$ cat config.mk
export PLATFORM = sky130hd
export DESIGN_NAME = rtc_timekeeper
export DESIGN_NICKNAME = d
export VERILOG_FILES = /design/src/rtl/rtc_pkg.sv /design/src/rtl/rtc_prescaler.sv /design/src/rtl/rtc_timekeeper.sv
export SDC_FILE = /design/constraint.sdc
export NUM_CORES = 1
export LEC_CHECK = 0
export CELL_PAD_IN_SITES_DETAIL_PLACEMENT = 0
export CELL_PAD_IN_SITES_GLOBAL_PLACEMENT = 2
export CORE_MARGIN = 3
export CORE_UTILIZATION = 30
export CTS_CLUSTER_SIZE = 30
export DETAILED_ROUTE_END_ITERATION = 8
export GPL_ROUTABILITY_DRIVEN = 0
export PLACE_DENSITY = 0.86
export SYNTH_ARGS = -nofsm -noshare
export SYNTH_HDL_FRONTEND = slang
export SYNTH_SLANG_ARGS = --single-unit
$ cat constraint.sdc
create_clock -name clk -period 2.3 [get_ports clk]
set_input_delay 0.46 -clock clk [delete_from_list [all_inputs] [get_ports clk]]
set_output_delay 0.46 -clock clk [all_outputs]
set_load 0.05 [all_outputs]
$ cat src/rtl/rtc_pkg.sv
// Shared limits and 12-hour display conversion for the real-time counter.
// Consumers: rtc_prescaler, rtc_timekeeper (alarm option: RTC_ALARM_EN).
package rtc_pkg;

  localparam logic [7:0] SEC_MAX = 8'd59;
  localparam logic [7:0] MIN_MAX = 8'd59;
  localparam logic [7:0] HR_MAX  = 8'd23;

  // Midnight and noon both show as 12; the afternoon hours fold down by twelve.
  function automatic logic [7:0] hour_display(input logic [7:0] hr24,
                                              input logic       mode_12h);
    if (!mode_12h)       return hr24;
    if (hr24 == 8'd0)    return 8'd12;
    if (hr24 > 8'd12)    return hr24 - 8'd12;
    return hr24;
  endfunction

endpackage

$ cat src/rtl/rtc_prescaler.sv
// Divides the system clock by exactly CLK_HZ. While it runs, tick is high in the
// cycle where the count wraps; clear takes precedence and returns the count to zero.
module rtc_prescaler
  import rtc_pkg::*;
#(
  parameter int CLK_HZ = 50000000,
  parameter int PRE_W  = (CLK_HZ > 1) ? $clog2(CLK_HZ) : 1
) (
  input  logic clk,
  input  logic rst,
  input  logic run,
  input  logic clear,
  output logic tick
);

  localparam logic [PRE_W-1:0] PRE_MAX = PRE_W'(CLK_HZ - 1);

  logic [PRE_W-1:0] r_pre;
  logic             w_wrap;

  assign w_wrap = run && !clear && (r_pre == PRE_MAX);
  assign tick   = w_wrap;

  always_ff @(posedge clk) begin
    if (!rst) begin
      r_pre <= '0;
    end else if (clear) begin
      r_pre <= '0;
    end else if (run) begin
      r_pre <= w_wrap ? '0 : r_pre + 1'b1;
    end
  end

endmodule

$ cat src/rtl/rtc_timekeeper.sv
// Seconds/minutes/hours/day counter with validated time-set load, 12/24-hour
// display and one-cycle tick strobes. Optional alarm: define RTC_ALARM_EN.
module rtc_timekeeper
  import rtc_pkg::*;
#(
  parameter int CLK_HZ = 50000000,
  parameter int DAY_W  = 16
) (
  input  logic             clk,
  input  logic             rst,
  input  logic             run,
  input  logic             mode_12h,
`ifdef RTC_ALARM_EN
  input  logic [7:0]       alarm_hour,
  input  logic [7:0]       alarm_minute,
  input  logic             alarm_arm,
  input  logic             alarm_ack,
  output logic             alarm,
`endif
  // set_en is a single-cycle request with no ready: it is always accepted, and
  // exactly one cycle later set_err reports whether the fields were rejected.
  input  logic             set_en,
  input  logic [7:0]       set_hour,
  input  logic [7:0]       set_minute,
  input  logic [7:0]       set_second,
  output logic             set_err,
  output logic [7:0]       hour,
  output logic [7:0]       minute,
  output logic [7:0]       second,
  output logic             pm,
  output logic [DAY_W-1:0] day,
  output logic             sec_tick,
  output logic             min_tick
);

  localparam int PRE_W = (CLK_HZ > 1) ? $clog2(CLK_HZ) : 1;

  logic [7:0]       r_hr24, r_minute, r_second;
  logic [DAY_W-1:0] r_day;
  logic             r_set_err, r_sec_tick, r_min_tick;

  logic       w_set_valid, w_load, w_tick;
  logic       w_sec_wrap, w_min_wrap, w_hr_wrap;
  logic [7:0] w_nxt_second, w_nxt_minute, w_nxt_hr24;

  assign w_set_valid = (set_hour <= HR_MAX) && (set_minute <= MIN_MAX) &&
                       (set_second <= SEC_MAX);
  assign w_load      = set_en && w_set_valid;

  // Any set request freezes the divider for that edge, so a coincident wrap is dropped.
  rtc_prescaler #(
    .CLK_HZ (CLK_HZ),
    .PRE_W  (PRE_W)
  ) u_prescaler (
    .clk    (clk),
    .rst    (rst),
    .run    (run && !set_en),
    .clear  (w_load),
    .tick   (w_tick)
  );

  assign w_sec_wrap   = (r_second == SEC_MAX);
  assign w_min_wrap   = w_sec_wrap && (r_minute == MIN_MAX);
  assign w_hr_wrap    = w_min_wrap && (r_hr24 == HR_MAX);
  assign w_nxt_second = w_sec_wrap ? 8'd0 : r_second + 8'd1;
  assign w_nxt_minute = w_min_wrap ? 8'd0 : (w_sec_wrap ? r_minute + 8'd1 : r_minute);
  assign w_nxt_hr24   = w_hr_wrap  ? 8'd0 : (w_min_wrap ? r_hr24 + 8'd1 : r_hr24);

  always_ff @(posedge clk) begin
    if (!rst) begin
      r_hr24     <= '0;
      r_minute   <= '0;
      r_second   <= '0;
      r_day      <= '0;
      r_set_err  <= 1'b0;
      r_sec_tick <= 1'b0;
      r_min_tick <= 1'b0;
    end else begin
      r_set_err  <= 1'b0;
      r_sec_tick <= 1'b0;
      r_min_tick <= 1'b0;
      if (set_en) begin
        if (w_set_valid) begin
          r_hr24   <= set_hour;
          r_minute <= set_minute;
          r_second <= set_second;
        end else begin
          r_set_err <= 1'b1;
        end
      end else if (w_tick) begin
        r_second   <= w_nxt_second;
        r_minute   <= w_nxt_minute;
        r_hr24     <= w_nxt_hr24;
        r_sec_tick <= 1'b1;
        r_min_tick <= w_sec_wrap;
        if (w_hr_wrap) r_day <= r_day + 1'b1;
      end
    end
  end

`ifdef RTC_ALARM_EN
  logic r_alarm;
  logic w_alarm_hit;

  // Only a real advance can fire the alarm; loading the alarm time directly does not.
  assign w_alarm_hit = w_tick && !set_en && alarm_arm &&
                       (w_nxt_hr24 == alarm_hour) && (w_nxt_minute == alarm_minute) &&
                       (w_nxt_second == 8'd0);

  always_ff @(posedge clk) begin
    if (!rst)                       r_alarm <= 1'b0;
    else if (alarm_ack || !alarm_arm) r_alarm <= 1'b0;
    else if (w_alarm_hit)           r_alarm <= 1'b1;
  end

  assign alarm = r_alarm;
`endif

  assign hour     = hour_display(r_hr24, mode_12h);
  assign pm       = (r_hr24 > 8'd11);
  assign minute   = r_minute;
  assign second   = r_second;
  assign day      = r_day;
  assign set_err  = r_set_err;
  assign sec_tick = r_sec_tick;
  assign min_tick = r_min_tick;

endmodule

==> results.ini <==
[sta]
drv_slew = 0
fmax_ghz = 0.421
worst_slack_ns = -0.0732
tightest_slew_ns = 0.642
hold_slack_ns = 0.501
fin_skew_ns = 0.00878
rsz0062_at_grt = yes
setup_viol = 6
fin_crit_sh = 1.03
hold_viol = 0
slew_headroom = 0.572
fin_crit_ns = 2.37

[pwr]
cellLeakagePower_nw = 2.18
p_total_w = 0.00274
vdd_drop_max_v = 0.000359
power.density_nw_per_um2 = 479

[detailed_routing]
remaining_drc_errors = 0
post_drt_via_cell_ratio = 5.28
wirelength_mm = 12.3
vias = 4255
routedWlPerCell_um = 15.3
firstDrtPassIters = 6
drt-initial-drc-count = 272
postRouteAntennaNets = 0

[status]
failed_checks = negative setup slack
status = finished, violations left

[worst_setup_path]
cp-start-kind = flip-flop
reg2reg_slack_ns = 0.13
crit_required_ns = 1.84
criticalPathCategory = flip-flop to output pin
cp_max_fo = 3
worst_ep_arrival_time_ns = 1.91
r2r_cells = 7
endpoint_kind = output pin

[grt]
grt_max_degree = 32
antenna_found_initial = 0
grt_overflow = 0
grt_pass1_wl_mm = 20.5
grtUsageTotal = 0.173
grt_pass1_vias = 4043

[synth]
ys_types = 65
ys_ff_latch = 69
yosys.area.top_type = dfxtp_1
yosysTopAreaCellShare = 0.347
yosys-top-cells-count = 69 x dfxtp_1, 58 x nand2_1, 49 x nor2_1
synth_flop_cell = dfxtp_1
synth.most_common_cell = dfxtp_1
syn_inst = 502
seq_area_frac_synth = 0.347
synth_edf_count = 0
synthesis.nets = 541
syn-cell-area_sq_um = 3980
syn_avg_cell_area_sq_um = 7.92
synth.area.top_cells = dfxtp_1 35%, nand2_1 5.5%, nor2_1 4.6%
synth_warnings = 0
async_reset_ff_frac = 0

[layout]
fin_util = 0.448
multi_input_area_sq_um = 2460
fillers = 1263
layout-drive-gt1-share = 0.185
syn_to_final_growth_pct = 43.8
fin_cells = 806
nNetsFinal = 668
diodes = 0
design_area_sq_um = 5720
seq_area_sq_um = 1390

[floorplanning]
die_w_um = 121
core_sq_um = 12800
row_count = 41
ios = 73
die_area_sq_um = 14700
start_util = 0.311
die_h_um = 121

[worst_hold_path]
hold_depth = 2
min_path_type = flip-flop to flip-flop

[clocking]
cts_sinks = 69
postCtsHoldBufs = 0
ctsHtreeMaxLevel = 3
clock_latency_ns = 0.34
cts_tree = built
path_clk_slew_ns = 0.06
cts_root_buf = clkbuf_16
cts-buffers-inserted = 9
cts_buffer_depth = 2

[place]
place_area_sq_um = 5340
io_buffers = 72
place_hpwl_mm = 9.23
place_inst = 787

[job]
max_cap_violations = 0

[state kept, by name, summed over array words and instances, names as in the netlist]
register           flops
u_prescaler.r_pre     26
day                   16
minute                 8
r_hr24                 8
second                 8
min_tick               1
sec_tick               1
set_err                1
[where the power goes]
group | switching [W] | total (W) | internal, W
sequential | 0.00000285 | 0.00120 | 0.00120
combinational | 0.000102 | 0.000201 | 0.0000989
clock | 0.000516 | 0.00134 | 0.000821
total | 0.000621 | 0.00274 | 0.00212
[repair_timing]
item,4_1_cts,5_1_grt
pin swaps,3,3
endpoints found under the setup margin,6,29
setup buffers,2,1
resized for setup,12,9
[metrics by stage]
step | setup TNS (ns) | setup slack [ns]
floorplan | 0 | 0.0576
global placement | -5.69 | -0.176
detailed placement | -8.04 | -0.259
CTS | -0.172 | -0.0902
global route | -0.726 | -0.152
finish | -0.233 | -0.0732
[worst max-delay path, stage by stage (launching register included)]
cell and delay, ns:
dfxtp_2 0.33, or2_1 0.22, or3_4 0.36, o21ai_4 0.18, mux2i_1 0.21, nand2_1 0.11
buf_12 0.16
[layout make-up]
cell class / instances / area share
Tap cell: 172 / 0.0376
Sequential cell: 69 / 0.244
Multi-Input combinational cell: 388 / 0.430
Inverter: 17 / 0.0112
Timing Repair Buffer: 144 / 0.229
Clock inverter: 7 / 0.00985
Clock buffer: 9 / 0.0394
[cells in the final DEF (no fill, tap or decap), types with 16 or more instances in the layout]
cell             synthesis  final
buf_4                    0     72
dfxtp_1                 69     63
clkdlybuf4s50_1          0     63
nand2_1                 58     58
nor2_1                  49     49
a21oi_1                 33     33
nand4_1                 24     24
o21ai_0                 27     24
xor2_1                  18     18
inv_1                   16     16
nand3_1                 16     16
[final timing paths]
path / startpoint / endpoint
setup / recovery: r_hr24[7] / hour[3]
hold / removal: day[14] / day[14]
setup reg to reg: second[0] / r_hr24[7]
hold reg to reg: day[14] / day[14]
[cells by family (layout without fill, tap and decap cells)]
group / count (synthesis) / in the layout / share of synthesized area
mux: 5 / 5 / 0.0126
flops: 69 / 69 / 0.347
compound gates: 117 / 117 / 0.194
xor+xnor: 25 / 25 / 0.0551
buf+inv: 45 / 177 / 0.0472
simple gates: 231 / 231 / 0.313
fa+ha+maj: 10 / 10 / 0.0315
[routing by layer]
layer,wire length (um),vias up,global-route usage,share of wire
met5,0,-,0,0
met4,163,0,0.0559,0.013
met3,697,11,0.0364,0.057
met2,5450,131,0.258,0.44
met1,6020,2010,0.248,0.49
li1,-,2103,-,-
No activity file was read; power rests on OpenSTA's default activity.
